--- src/rtl/qlearn_pkg.sv ---
// rtl/qlearn_pkg.sv - shared FSM state type and default widths for the Q-learning update controller
package qlearn_pkg;

    localparam int QL_S_W        = 4;
    localparam int QL_A_W        = 2;
    localparam int QL_DATA_WIDTH = 8;

    typedef enum logic [2:0] {
        IDLE,
        RD_A,
        RD_B,
        CAP,
        CALC,
        WB
    } state_t;

endpackage

--- src/rtl/qlearn_update_ctrl.sv ---
// rtl/qlearn_update_ctrl.sv - sequences one Q-table update per (s, a, s') transition request
//
// Ports:
//   clk, rst_n                        clock, asynchronous active-low reset
//   tr_valid/tr_ready, tr_s/tr_a/tr_sn transition request handshake and fields
//   q_rd_*, r_rd_*, qm_rd_*           Q, R and Qmax table reads (data one cycle after en)
//   upd_start, upd_q/r/qmax           operands handed to the update datapath
//   upd_done, upd_qnew                result returned by the update datapath
//   q_wr_*, qm_wr_*                   Q and Qmax table write-back
//   busy, tr_count, err               status: active, completed updates, sticky watchdog error
module qlearn_update_ctrl
    import qlearn_pkg::*;
#(
    parameter int S_W        = QL_S_W,
    parameter int A_W        = QL_A_W,
    parameter int DATA_WIDTH = QL_DATA_WIDTH,
    parameter int WD_LIMIT   = 255
) (
    input  logic                  clk,
    input  logic                  rst_n,
    input  logic                  tr_valid,
    output logic                  tr_ready,
    input  logic [S_W-1:0]        tr_s,
    input  logic [A_W-1:0]        tr_a,
    input  logic [S_W-1:0]        tr_sn,
    output logic                  q_rd_en,
    output logic [S_W+A_W-1:0]    q_rd_addr,
    input  logic [DATA_WIDTH-1:0] q_rd_data,
    output logic                  r_rd_en,
    output logic [S_W+A_W-1:0]    r_rd_addr,
    input  logic [DATA_WIDTH-1:0] r_rd_data,
    output logic                  qm_rd_en,
    output logic [S_W-1:0]        qm_rd_addr,
    input  logic [DATA_WIDTH-1:0] qm_rd_data,
    output logic                  upd_start,
    output logic [DATA_WIDTH-1:0] upd_q,
    output logic [DATA_WIDTH-1:0] upd_r,
    output logic [DATA_WIDTH-1:0] upd_qmax,
    input  logic                  upd_done,
    input  logic [DATA_WIDTH-1:0] upd_qnew,
    output logic                  q_wr_en,
    output logic [S_W+A_W-1:0]    q_wr_addr,
    output logic [DATA_WIDTH-1:0] q_wr_data,
    output logic                  qm_wr_en,
    output logic [S_W-1:0]        qm_wr_addr,
    output logic [DATA_WIDTH-1:0] qm_wr_data,
    output logic                  busy,
    output logic [15:0]           tr_count,
    output logic                  err
);

    localparam int              WD_W    = $clog2(WD_LIMIT + 1);
    localparam logic [WD_W-1:0] WD_LAST = WD_W'(WD_LIMIT - 1);

    state_t                  state;
    state_t                  state_next;
    logic [S_W-1:0]          s_q;
    logic [A_W-1:0]          a_q;
    logic [DATA_WIDTH-1:0]   qmax_s_q;
    logic                    qm_upd_q;
    logic [WD_W-1:0]         wd_cnt;
    logic                    wd_abort;

    // wd_cnt is zero on CALC entry, so the last permitted CALC cycle is
    // the WD_LIMIT-th one; abort only if done is still absent there.
    assign wd_abort = (state == CALC) && !upd_done && (wd_cnt == WD_LAST);

    always_ff @(posedge clk or negedge rst_n) begin
        if (!rst_n) begin
            state <= IDLE;
        end else begin
            state <= state_next;
        end
    end

    always_comb begin
        state_next = state;
        tr_ready   = 1'b0;
        q_rd_en    = 1'b0;
        r_rd_en    = 1'b0;
        qm_rd_en   = 1'b0;
        upd_start  = 1'b0;
        q_wr_en    = 1'b0;
        qm_wr_en   = 1'b0;
        case (state)
            IDLE: begin
                tr_ready = 1'b1;
                if (tr_valid) begin
                    state_next = RD_A;
                end
            end
            RD_A: begin
                q_rd_en    = 1'b1;
                r_rd_en    = 1'b1;
                qm_rd_en   = 1'b1;
                state_next = RD_B;
            end
            RD_B: begin
                qm_rd_en   = 1'b1;
                state_next = CAP;
            end
            CAP: begin
                upd_start  = 1'b1;
                state_next = CALC;
            end
            CALC: begin
                if (upd_done) begin
                    state_next = WB;
                end else if (wd_abort) begin
                    state_next = IDLE;
                end
            end
            WB: begin
                q_wr_en    = 1'b1;
                qm_wr_en   = qm_upd_q;
                state_next = IDLE;
            end
            default: state_next = IDLE;
        endcase
        busy = !tr_ready;
    end

    // Address/data registers only change on the edge that starts their
    // enable pulse, so they hold their last value between transactions.
    always_ff @(posedge clk or negedge rst_n) begin
        if (!rst_n) begin
            s_q        <= '0;
            a_q        <= '0;
            q_rd_addr  <= '0;
            r_rd_addr  <= '0;
            qm_rd_addr <= '0;
            upd_q      <= '0;
            upd_r      <= '0;
            upd_qmax   <= '0;
            qmax_s_q   <= '0;
            qm_upd_q   <= 1'b0;
            q_wr_addr  <= '0;
            q_wr_data  <= '0;
            qm_wr_addr <= '0;
            qm_wr_data <= '0;
            wd_cnt     <= '0;
            err        <= 1'b0;
            tr_count   <= '0;
        end else begin
            case (state)
                IDLE: begin
                    if (tr_valid) begin
                        s_q        <= tr_s;
                        a_q        <= tr_a;
                        q_rd_addr  <= {tr_s, tr_a};
                        r_rd_addr  <= {tr_s, tr_a};
                        qm_rd_addr <= tr_sn;
                    end
                end
                RD_A: begin
                    qm_rd_addr <= s_q;
                end
                RD_B: begin
                    upd_q    <= q_rd_data;
                    upd_r    <= r_rd_data;
                    upd_qmax <= qm_rd_data;
                end
                CAP: begin
                    qmax_s_q <= qm_rd_data;
                end
                CALC: begin
                    if (upd_done) begin
                        q_wr_addr <= {s_q, a_q};
                        q_wr_data <= upd_qnew;
                        qm_upd_q  <= (upd_qnew > qmax_s_q);
                        if (upd_qnew > qmax_s_q) begin
                            qm_wr_addr <= s_q;
                            qm_wr_data <= upd_qnew;
                        end
                    end
                end
                WB: begin
                    tr_count <= tr_count + 16'd1;
                end
                default: ;
            endcase

            if (state == CALC) begin
                wd_cnt <= wd_cnt + 1'b1;
            end else begin
                wd_cnt <= '0;
            end

            if (wd_abort) begin
                err <= 1'b1;
            end
        end
    end

endmodule

--- config.mk ---
export PLATFORM = sky130hd
export DESIGN_NAME = qlearn_update_ctrl
export DESIGN_NICKNAME = d
export VERILOG_FILES = /design/src/rtl/qlearn_pkg.sv /design/src/rtl/qlearn_update_ctrl.sv
export SDC_FILE = /design/constraint.sdc
export NUM_CORES = 1
export LEC_CHECK = 0
export ABC_AREA = 1
export CAP_MARGIN = 5
export CORE_MARGIN = 2
export CORE_UTILIZATION = 51
export CTS_BUF_LIST = sky130_fd_sc_hd__clkbuf_2 sky130_fd_sc_hd__clkbuf_4 sky130_fd_sc_hd__clkbuf_8
export CTS_CLUSTER_DIAMETER = 50
export DETAILED_ROUTE_END_ITERATION = 7
export PLACE_DENSITY = 0.91
export SLEW_MARGIN = 20
export SYNTH_ARGS = -nofsm -noshare
export SYNTH_HDL_FRONTEND = slang
export SYNTH_SLANG_ARGS = --single-unit
--- constraint.sdc ---
create_clock -name clk -period 3.15 [get_ports clk]
set_input_delay 0.63 -clock clk [delete_from_list [all_inputs] [get_ports clk]]
set_output_delay 0.63 -clock clk [all_outputs]
set_load 0.05 [all_outputs]
======== Yosys cells after proc, flatten, opt, wreduce, memory -nomap -nowiden ========
Index checks and enable logic that the tools add are counted.
word-level totals
  bits in registers ....................... 103
  word-level logic and storage cells ...... 53
  output and inout port bits .............. 91
operators by class
  $lt $le $gt $ge ......................... 1
  $add $sub $neg .......................... 2
  reductions and logical operators ........ 12
  mux-type cells .......................... 13
  equality and inequality tests ........... 8
operators by type and width
  operator                 number
  $add A16 B1 Y16 const B  1
  $pmux W3 S5              1
  $mux W3                  3
  $add A8 B1 Y8 const B    1
  $eq A8 B8 Y1 const B     1
  $gt A8 B8 Y1             1
  $mux W8                  1
  $pmux W4 S2              1
  $reduce_and A2 Y1        4
  $eq A3 B2 Y1 const B     2
  $eq A3 B3 Y1 const B     2
  $mux W1                  6
  $mux W4                  1
  $eq A3 B1 Y1 const B     1
  $logic_not A3 Y1         1
  $ne A3 B3 Y1 const B     1
  $reduce_and A3 Y1        1
  $logic_and A1 B1 Y1      2
  $logic_not A1 Y1         2
  $ne A2 B2 Y1 const B     1
  $reduce_bool A2 Y1       1
  $reduce_or A2 Y1         1

======== Longest topological paths before layout ========
Gate-level depths: netlist of run 1.
  word-level depth ........................ 6
  gate-level depth with buffers ........... 13
  depth with buffers taken out ............ 12

======== Least setup slack after synthesis of run 1 ========
OpenSTA, ideal clock, no wires.
  path kind ............................... flip-flop to output port
  from .................................... register state[2]
  to ...................................... output tr_ready
  path buffers ............................ 0
  path slack .............................. 1100 ps
  required time ........................... 2520 ps
  arrival time ............................ 1420 ps
  stages on the path, launching flop included .. 4
  cell sequence ........................... dfrtp_1 > nor2_1 > nand2_1 > inv_1
on the way
  word-level cells in the longest chain between the ends .. 2
RTL lines
  element                 line                      text
  start, declared         qlearn_update_ctrl.sv:55  state_t state;
  start signal, assigned  qlearn_update_ctrl.sv:72  state <= state_next;
  $logic_not A3 Y1        qlearn_update_ctrl.sv:85  case (state)
  $mux W1                 qlearn_update_ctrl.sv:85
  end, declared           qlearn_update_ctrl.sv:22  output logic tr_ready,
Every way passes these cells.

======== Worst setup path in the final report of run 1 ========
  from .................................... register state[0]
  to ...................................... output r_rd_en
on the way
  word-level cells in the longest chain between the ends .. 2
RTL lines
  element        line                      text
  $eq A3 B1 Y1   qlearn_update_ctrl.sv:85
  $mux W1        qlearn_update_ctrl.sv:85
  end, declared  qlearn_update_ctrl.sv:29  output logic r_rd_en,
Every way passes these cells.

==> results of run 1 <==
-- metrics by stage --
stage / cell area (µm²) / hold WS, ns / util
2_1_floorplan: 4250 / 0.334 / -
3_3_place_gp: 5700 / 0.451 / 0.701
3_5_place_dp: 5700 / 0.458 / 0.701
4_1_cts: 5880 / 0.170 / 0.723
5_1_grt: 5880 / 0.175 / 0.723
6_report: 5880 / 0.165 / 0.723
-- worst max path at each step --
stage	startpoint	endpoint	slack, ns	cells after the start
finish	state[0]	r_rd_en	0.39	5
global route	state[0]	r_rd_en	0.24	5
CTS	state[0]	r_rd_en	0.38	5
detailed placement	upd_qnew[7]	qm_wr_addr[2]	0.75	9
global placement	upd_qnew[3]	qm_upd_q	0.81	10
floorplan	state[2]	tr_ready	1.10	3
-- registers in the layout, summed over array words and instances (netlist names), 3 cells and up --
signal	flops
qm_wr_addr	4
q_wr_data	8
qmax_s_q	8
wd_cnt	8
state	3
qm_wr_data	8
qm_rd_addr	4
tr_count	16
r_rd_addr	6
q_wr_addr	6
upd_r	8
upd_qmax	8
upd_q	8
-- cells by family after synthesis --
family                   synth area share
AND/OR/NAND/NOR                     0.196
flip-flops                          0.571
buffers and inverters              0.0633
AO/OA/AOI/OAI                      0.0557
multiplexers                       0.0610
adder cells (fa/ha/maj)            0.0324
XOR/XNOR                           0.0206
-- where the power goes --
part	internal [W]	total, W	switching [W]
clock	0.000326	0.000741	0.000415
combinational	0.00128	0.00388	0.00259
sequential	0.00172	0.00201	0.000287
-- placed cells by master, fill, tap and decap left out, drive strengths merged --
cell type	count
ha	11
and3	1
xnor2	3
clkbuf	11
clkdlybuf4s50	135
nand3	23
nor3	3
a21oi	5
inv	46
buf	7
dfrtp	97
mux2	23
clkinv	2
clkinvlp	2
a31oi	2
o211ai	4
nor2	33
nand2	133
nand4	7
o21ai	30
a21o	1
o31ai	1
xor2	7
-- routing by layer --
layer / up-vias / wire length, µm / track usage
li1: 1693 / - / -
met1: 1704 / 4010 / 0.284
met2: 111 / 5190 / 0.393
met3: 26 / 592 / 0.0506
met4: 0 / 298 / 0.109
met5: - / 0 / 0
-- cell type report --
class,count,area [µm²]
Inverter,46,173
Tap cell,105,131
Timing Repair Buffer,142,1420
Sequential cell,97,2430
Multi-Input combinational cell,287,1550
Clock inverter,4,28.8
Clock buffer,11,151
Fill cell,575,2250
-- worst reg2reg max path, cell delays in order (launching register included) --
cell	delay [ns]
dfrtp_1	0.45
nor2_1	0.22
nand2_1	0.17
nor2_2	0.49
nor2_1	0.18
nand2_1	0.11
o211ai_1	0.08
==> results.json, run 1 <==
{
  "core.rowCount": 33,
  "cts.path.max_buffers": 2,
  "synth_cell_types": 29,
  "synthArstFlopShare": 1.00,
  "clk_pin_slew_worst_paths_ns": 0.09,
  "reg2reg_slack_ns": 1.33,
  "slew-limit-headroom": 0.611,
  "ff2ff_path_depth": 6,
  "grt_max_degree": 74,
  "numPortBuffers": 136,
  "cp_data_required_time_ns": 2.52,
  "syn_inst": 447,
  "report.final.hold_viol_count": 0,
  "ctsResizeCount": 0,
  "dpl.hpwl_um": 7660,
  "synth_edf_count": 0,
  "worst_slew_pin_slew_ns": 0.583,
  "yosysTopAreaCell": "dfrtp_1",
  "syn_area_mm2": 0.00425,
  "setup_tns_ns": 0,
  "fp.dieArea_mm2": 0.00908,
  "first_iter_violations": 117,
  "place_ws_ns": 0.750,
  "synth_top_area_share": 0.571,
  "syn_avg_cell_area_um2": 9.50,
  "cp_top_family": "buffers and inverters",
  "cts_root_buf": "clkbuf_8",
  "ant_nets": 0,
  "yosys.cell_count.top_type": "nand2_1",
  "htree_levels": 3,
  "core_area_mm2": 0.00813,
  "outcome": "complete, no violations",
  "crit_fanout": 11,
  "synth-seq-cells": 97,
  "crit_slowest_cell": "clkdlybuf4s50_1",
  "synth-main-ff-cell": "dfrtp_1",
  "grt-ovfl-total": 0,
  "drv_cap": 0,
  "regToRegStartpoint": "state[2]",
  "numCtsBuffers": 9,
  "grt_pass1_vias": 3514,
  "drv_slew": 0,
  "power.density_mw_per_mm2": 1130,
  "firstDrtPassIters": 4,
  "ir_drop_mv": 0.719,
  "tritoncts": "done",
  "clock-sinks": 97,
  "crit_path_end_kind": "output port",
  "start_util": 0.522,
  "routedWlPerCell_um": 14.6,
  "fmax_ghz": 0.362,
  "grt.total_usage": 0.233,
  "insertion_delay_ns": 0.36,
  "grt_pass1_wl_um": 16200,
  "cp-start-kind": "register",
  "period_minus_slack_ns": 2.76,
  "drc": 0,
  "postCtsSetupBuffers": 0,
  "finalWirelength_um": 10100,
  "skew_ns": 0.00947,
  "drive_gt1_frac": 0.0954,
  "yosysSeqAreaShare": 0.571,
  "synthTopCellsByCount": "nand2_1 (131), dfrtp_1 (97), inv_1 (43)",
  "yosysWarningCount": 0,
  "antennaDiodeCount": 0,
  "cts_hold_buf": 0,
  "critical_path_class": "reg2out",
  "p_leak_nw": 2.74,
  "path_cells": "inv_1 -> nor2_1 -> nand2_1 -> inv_1 -> clkdlybuf4s50_1",
  "vias": 3534,
  "synth_fp_nets": 504,
  "die_w_um": 95.3,
  "critical_path_arrival_ns": 2.13,
  "stdcell_count": 692,
  "pin_count": 137,
  "antenna_found_initial": 0,
  "yosys-top-cells-area": "dfrtp_1 (57%), nand2_1 (12%), mux2_2 (6.1%)",
  "nets": 640,
  "cpPeakStageDelay_ns": 0.81,
  "fin_crit_sh": 0.876,
  "crit_buf_inv": 3,
  "timing.final.ws_setup_ns": 0.391,
  "hp-class": "in2async",
  "path_common_cell": "inv_1",
  "globalplace.congestion": 0.856,
  "report.final.setup_viol": 0,
  "rsz0062_at_grt": "no",
  "dp_cells": 677,
  "rr_endpoint": "qm_rd_addr[2]",
  "vias_per_cell": 5.11,
  "syn_to_final_growth_pct": 38.4,
  "power.total_w": 0.00663,
  "fp.dieH_um": 95.3
}
Power figures use the tool's default switching activity.
==> run 2, diff against run 1 <==
--- a/config.mk
+++ b/config.mk
@@ -12,7 +12,7 @@
 export CTS_BUF_LIST = sky130_fd_sc_hd__clkbuf_2 sky130_fd_sc_hd__clkbuf_4 sky130_fd_sc_hd__clkbuf_8
 export CTS_CLUSTER_DIAMETER = 50
 export DETAILED_ROUTE_END_ITERATION = 7
-export PLACE_DENSITY = 0.91
+export PLACE_DENSITY = 0.86
 export SLEW_MARGIN = 20
 export SYNTH_ARGS = -nofsm -noshare
 export SYNTH_HDL_FRONTEND = slang
==> run 2 against run 1 <==
Flip-flop and latch count unchanged; first-iteration DRC count rose by 28%; critical path depth stayed put; combinational power about the same; core utilization increased by 0.37 points.
==> results.json, run 2 (synthesis results as in run 1) <==
{
  "largest_reg_flops": 16,
  "top_register": "tr_count",
  "clock-sinks": 97,
  "period_minus_slack_ns": 2.80,
  "grt_pass1_wl_um": 16400,
  "grt-ovfl-total": 0,
  "tritoncts": "done",
  "htree_levels": 3,
  "slew-limit-headroom": 0.526,
  "antennaDiodeCount": 0,
  "syn_to_final_growth_pct": 39.1,
  "setup_tns_ns": 0,
  "critical_path_arrival_ns": 2.17,
  "nets": 640,
  "outcome": "complete, no violations",
  "cts_hold_buf": 0,
  "ant_nets": 0,
  "worst_hold_slack_ns": 0.304,
  "vias_per_cell": 5.05,
  "first_iter_violations": 150,
  "core_area_mm2": 0.00813,
  "numPortBuffers": 136,
  "globalplace.congestion": 0.840,
  "p_leak_nw": 2.76,
  "seqCellArea_mm2": 0.00243,
  "multi_input_area_mm2": 0.00155,
  "skew_ns": 0.0145,
  "drv_cap": 0,
  "drive_gt1_frac": 0.0969,
  "firstDrtPassIters": 4,
  "numCtsBuffers": 9,
  "finalWirelength_um": 10100,
  "grt.total_usage": 0.235,
  "cp_data_required_time_ns": 2.52,
  "core.rowCount": 33,
  "routedWlPerCell_um": 14.6,
  "rsz0062_at_grt": "no",
  "final_cell_area_mm2": 0.00591,
  "final_cell_mix": "clkdlybuf4s50_1 (135), nand2_1 (131), dfrtp_1 (97), inv_1 (43), nor2_1 (30)",
  "fillers": 588,
  "ir_drop_mv": 0.705,
  "cts_root_buf": "clkbuf_8",
  "die_w_um": 95.3,
  "postCtsSetupBuffers": 0,
  "drv_slew": 0,
  "fp.dieH_um": 95.3,
  "crit_fanout": 11,
  "critical_path_class": "reg2out",
  "antenna_found_initial": 0,
  "final_common_cell": "clkdlybuf4s50_1",
  "cts.path.max_buffers": 2,
  "clk_pin_slew_worst_paths_ns": 0.10,
  "dpl.hpwl_um": 7620,
  "power.total_w": 0.00673,
  "crit_path_end_kind": "output port",
  "insertion_delay_ns": 0.36,
  "worst_slew_pin_slew_ns": 0.711,
  "ctsResizeCount": 0,
  "hp-class": "in2async",
  "start_util": 0.522,
  "grt_max_degree": 55,
  "grt_pass1_vias": 3630,
  "pin_count": 137,
  "report.final.hold_viol_count": 0,
  "placed_area_mm2": 0.00570,
  "fin_crit_sh": 0.888,
  "drc": 0,
  "vias": 3497,
  "fp.dieArea_mm2": 0.00908,
  "power.density_mw_per_mm2": 1140,
  "report.final.setup_viol": 0,
  "fmax_ghz": 0.357,
  "cp-start-kind": "register"
}
==> run 2: changes by cell type in the layout (fill, tap and decap cells not counted), sizes merged <==
cell	before	now
clkinvlp	2	1
bufinv	0	1
clkbuf	11	12
==> run 2: critical path: stages (launching register included) <==
cell             delay, ns
dfrtp_1               0.39
inv_1                 0.10
nor2_1                0.12
nand2_1               0.22
inv_1                 0.17
clkdlybuf4s50_1       0.83
==> run 2: path summary, 6_finish.rpt <==
check                             start            end  slack [ns]  cells past startpoint
max                            state[0]        q_rd_en        0.35                      5
min                               rst_n      wd_cnt[7]        0.30                      1
max reg2reg                    state[1]  qm_wr_data[1]        1.24                      8
min reg2reg                q_wr_data[2]   q_wr_data[2]        0.48                      2
max in group asynchronous         rst_n  qm_wr_addr[1]        2.17                      2
min in group clk           q_wr_data[2]   q_wr_data[2]        0.48                      2
==> run 2: layout make-up <==
cell class	instances	share of cell area
Inverter	46	0.0292
Clock buffer	12	0.0269
Tap cell	105	0.0222
Sequential cell	97	0.411
Clock inverter	4	0.00868
Multi-Input combinational cell	287	0.263
Timing Repair Buffer	142	0.240
==> run 2: through the flow <==
step / util / std cells / setup slack [ns]
after floorplan: - / 447 / 1.10
after global placement: 0.701 / 677 / 0.822
after detailed placement: 0.701 / 677 / 0.731
after CTS: 0.727 / 693 / 0.342
after global routing: 0.727 / 693 / 0.236
final: 0.727 / 693 / 0.353
==> run 2: layer usage <==
layer	GRT usage	vias to the layer above	routed length, µm	part of all wire
met5	0	-	0	0
met4	0.109	0	208	0.021
met3	0.0609	19	655	0.065
met2	0.400	105	5180	0.51
met1	0.280	1678	4060	0.40
li1	-	1695	-	-
==> run 2: where the power goes <==
group | total (W) | internal [W] | switching (W) | leakage, nW
Clock | 0.000843 | 0.000420 | 0.000423 | 0.106
Sequential | 0.00201 | 0.00172 | 0.000281 | 1.22
Combinational | 0.00389 | 0.00128 | 0.00260 | 1.43
Total | 0.00673 | 0.00343 | 0.00331 | 2.76
==> run 3, diff against run 2 <==
--- a/config.mk
+++ b/config.mk
@@ -8,11 +8,11 @@
 export ABC_AREA = 1
 export CAP_MARGIN = 5
 export CORE_MARGIN = 2
-export CORE_UTILIZATION = 51
+export CORE_UTILIZATION = 48
 export CTS_BUF_LIST = sky130_fd_sc_hd__clkbuf_2 sky130_fd_sc_hd__clkbuf_4 sky130_fd_sc_hd__clkbuf_8
 export CTS_CLUSTER_DIAMETER = 50
 export DETAILED_ROUTE_END_ITERATION = 7
-export PLACE_DENSITY = 0.86
+export PLACE_DENSITY = 0.82
 export SLEW_MARGIN = 20
 export SYNTH_ARGS = -nofsm -noshare
 export SYNTH_HDL_FRONTEND = slang
==> constraint.sdc (replaced) <==
create_clock -name clk -period 2.7 [get_ports clk]
set_input_delay 0.54 -clock clk [delete_from_list [all_inputs] [get_ports clk]]
set_output_delay 0.54 -clock clk [all_outputs]
set_load 0.05 [all_outputs]
==> run 3 against run 2 <==
Combinational power up 17%; routed wire length up 0.50%; sequential power up 17%; clock skew about the same; flip-flop and latch count unchanged; highest routed layer unchanged; via count up 0.97%; critical endpoint is now tr_ready.
==> results.json, run 3 (synthesis results as in run 1) <==
{
  "finish.utilization": 0.689,
  "path_cells": "nor2_1 -> nand2_1 -> inv_1 -> clkdlybuf4s50_1",
  "core_area_mm2": 0.00864,
  "use_met3": 0.0702,
  "use_met2": 0.393,
  "start_util": 0.492,
  "dpl.hpwl_um": 7760,
  "nets": 641,
  "p_sw_frac": 0.487,
  "drive_gt1_frac": 0.102,
  "grt.total_usage": 0.223,
  "antennaDiodeCount": 0,
  "fillers": 666,
  "cpPeakStageDelay_ns": 0.79,
  "top_register": "tr_count",
  "critical_path_class": "reg2out",
  "seqPwrFrac": 0.294,
  "fp.dieH_um": 98.1,
  "numCtsBuffers": 9,
  "grt-ovfl-total": 0,
  "setup_tns_ns": 0,
  "power.total_w": 0.00798,
  "cts_root_buf": "clkbuf_8",
  "rsz0062_at_grt": "no",
  "globalplace.congestion": 0.855,
  "die_w_um": 98.1,
  "ant_nets": 0,
  "power_switching_w": 0.00389,
  "ir_drop_mv": 0.872,
  "seqCellArea_mm2": 0.00243,
  "critical_path_arrival_ns": 2.03,
  "grt_max_degree": 48,
  "worst_slew_pin_slew_ns": 0.594,
  "finalWirelength_um": 10100,
  "syn_to_final_growth_pct": 40.1,
  "fmax_ghz": 0.389,
  "core.rowCount": 34,
  "crit_buf_inv": 2,
  "pin_count": 137,
  "drv_cap": 0,
  "first_iter_violations": 136,
  "hp-class": "in2async",
  "top_usage_layer": "met2",
  "met1_usage": 0.267,
  "clk_pin_slew_worst_paths_ns": 0.09,
  "cts.path.max_buffers": 2,
  "report.final.setup_viol": 0,
  "power.density_mw_per_mm2": 1340,
  "final_cell_mix": "nand2_1 (131), clkdlybuf4s50_1 (131), dfrtp_1 (97), inv_1 (43), nor2_1 (30)",
  "p_leak_nw": 2.81,
  "routedWlPerCell_um": 14.6,
  "p_int_w": 0.00410,
  "htree_levels": 3,
  "skew_ns": 0.0140,
  "fin_crit_sh": 0.952,
  "outcome": "complete, no violations",
  "largest_reg_flops": 16,
  "numPortBuffers": 136,
  "period_minus_slack_ns": 2.57,
  "slew-limit-headroom": 0.604,
  "antenna_found_initial": 0,
  "multi_input_area_mm2": 0.00155,
  "vias": 3531,
  "tritoncts": "done",
  "vias_per_cell": 5.07,
  "drv_slew": 0,
  "fp.dieArea_mm2": 0.00962,
  "cp_data_required_time_ns": 2.16,
  "grt_pass1_vias": 3707,
  "clock-sinks": 97,
  "pwr-share-comb": 0.572,
  "clock_power_share": 0.134,
  "grt_pass1_wl_um": 17400,
  "insertion_delay_ns": 0.35,
  "cp-start-kind": "register",
  "crit_slowest_cell": "clkdlybuf4s50_1",
  "firstDrtPassIters": 4,
  "cp_top_family": "buffers and inverters",
  "crit_path_end_kind": "output port",
  "report.final.hold_viol_count": 0,
  "crit_fanout": 4,
  "drc": 0
}
-- run 3: cell types whose count changed in the layout (fill, tap and decap cells not counted), sizes merged --
cell / delta
clkdlybuf4s50: -4
bufinv: +1
dlymetal6s2s: +2
clkbuf: -1
inv: +2
buf: +3
clkinv: -2
-- run 3: worst register-to-register path, stage by stage (launching register included) --
cell and delay (ns):
dfrtp_1 0.41, inv_1 0.13, nand2_1 0.11, nor2_4 0.16, nand2_2 0.11, a21oi_2 0.45
nand2_1 0.42, nand2_1 0.15, nand2_1 0.06
-- run 3: per-stage QoR --
step                worst slack [ns]  area (µm²)  instances  hold WS, ns
detailed placement           -0.0222        5720        681        0.464
finish                         0.131        5950        697        0.181
global placement              0.0921        5720        681        0.454
floorplan                      0.740        4250        447        0.244
global route                  0.0113        5950        697        0.205
CTS                           0.0624        5950        697        0.193
-- run 3: metal layers --
layer | part of all wire | wire length, µm
met5 | 0 | 0
met4 | 0.021 | 216
met3 | 0.060 | 607
met2 | 0.52 | 5240
met1 | 0.40 | 4080
-- run 3: area by class of cell --
class / count / share of cell area
clock buffer: 11 / 0.0244
timing repair buffer: 143 / 0.241
clock inverter: 5 / 0.0143
multi-input combinational: 287 / 0.261
inverter: 46 / 0.0290
sequential: 97 / 0.408
tap: 108 / 0.0227
-- run 3: power by group through the flow --
stage	sequential [W]	clock, W	combinational (W)
final	0.00235	0.00107	0.00457
after global routing	0.00242	0.00115	0.00482
after CTS	0.00235	0.00109	0.00460
after detailed placement	0.00237	0	0.00458
after global placement	0.00235	0	0.00449
after floorplan	0.00396	0	0.00143
-- run 3: final timing paths --
check | from | slack [ns] | end | depth (start not counted)
min reg2reg | qm_wr_data[0] | 0.48 | qm_wr_data[0] | 2
min in group clk | qm_wr_data[0] | 0.48 | qm_wr_data[0] | 2
max reg2reg | state[0] | 0.60 | qm_wr_addr[1] | 8
min | rst_n | 0.18 | upd_r[2] | 1
max in group asynchronous | rst_n | 1.82 | qmax_s_q[7] | 2
max | state[2] | 0.13 | tr_ready | 4
-- run 3: what timing repair did --
item,in CTS,in global routing
resized for setup,0,2
setup buffers,0,0
setup endpoints to repair,0,2
hold buffers,0,0
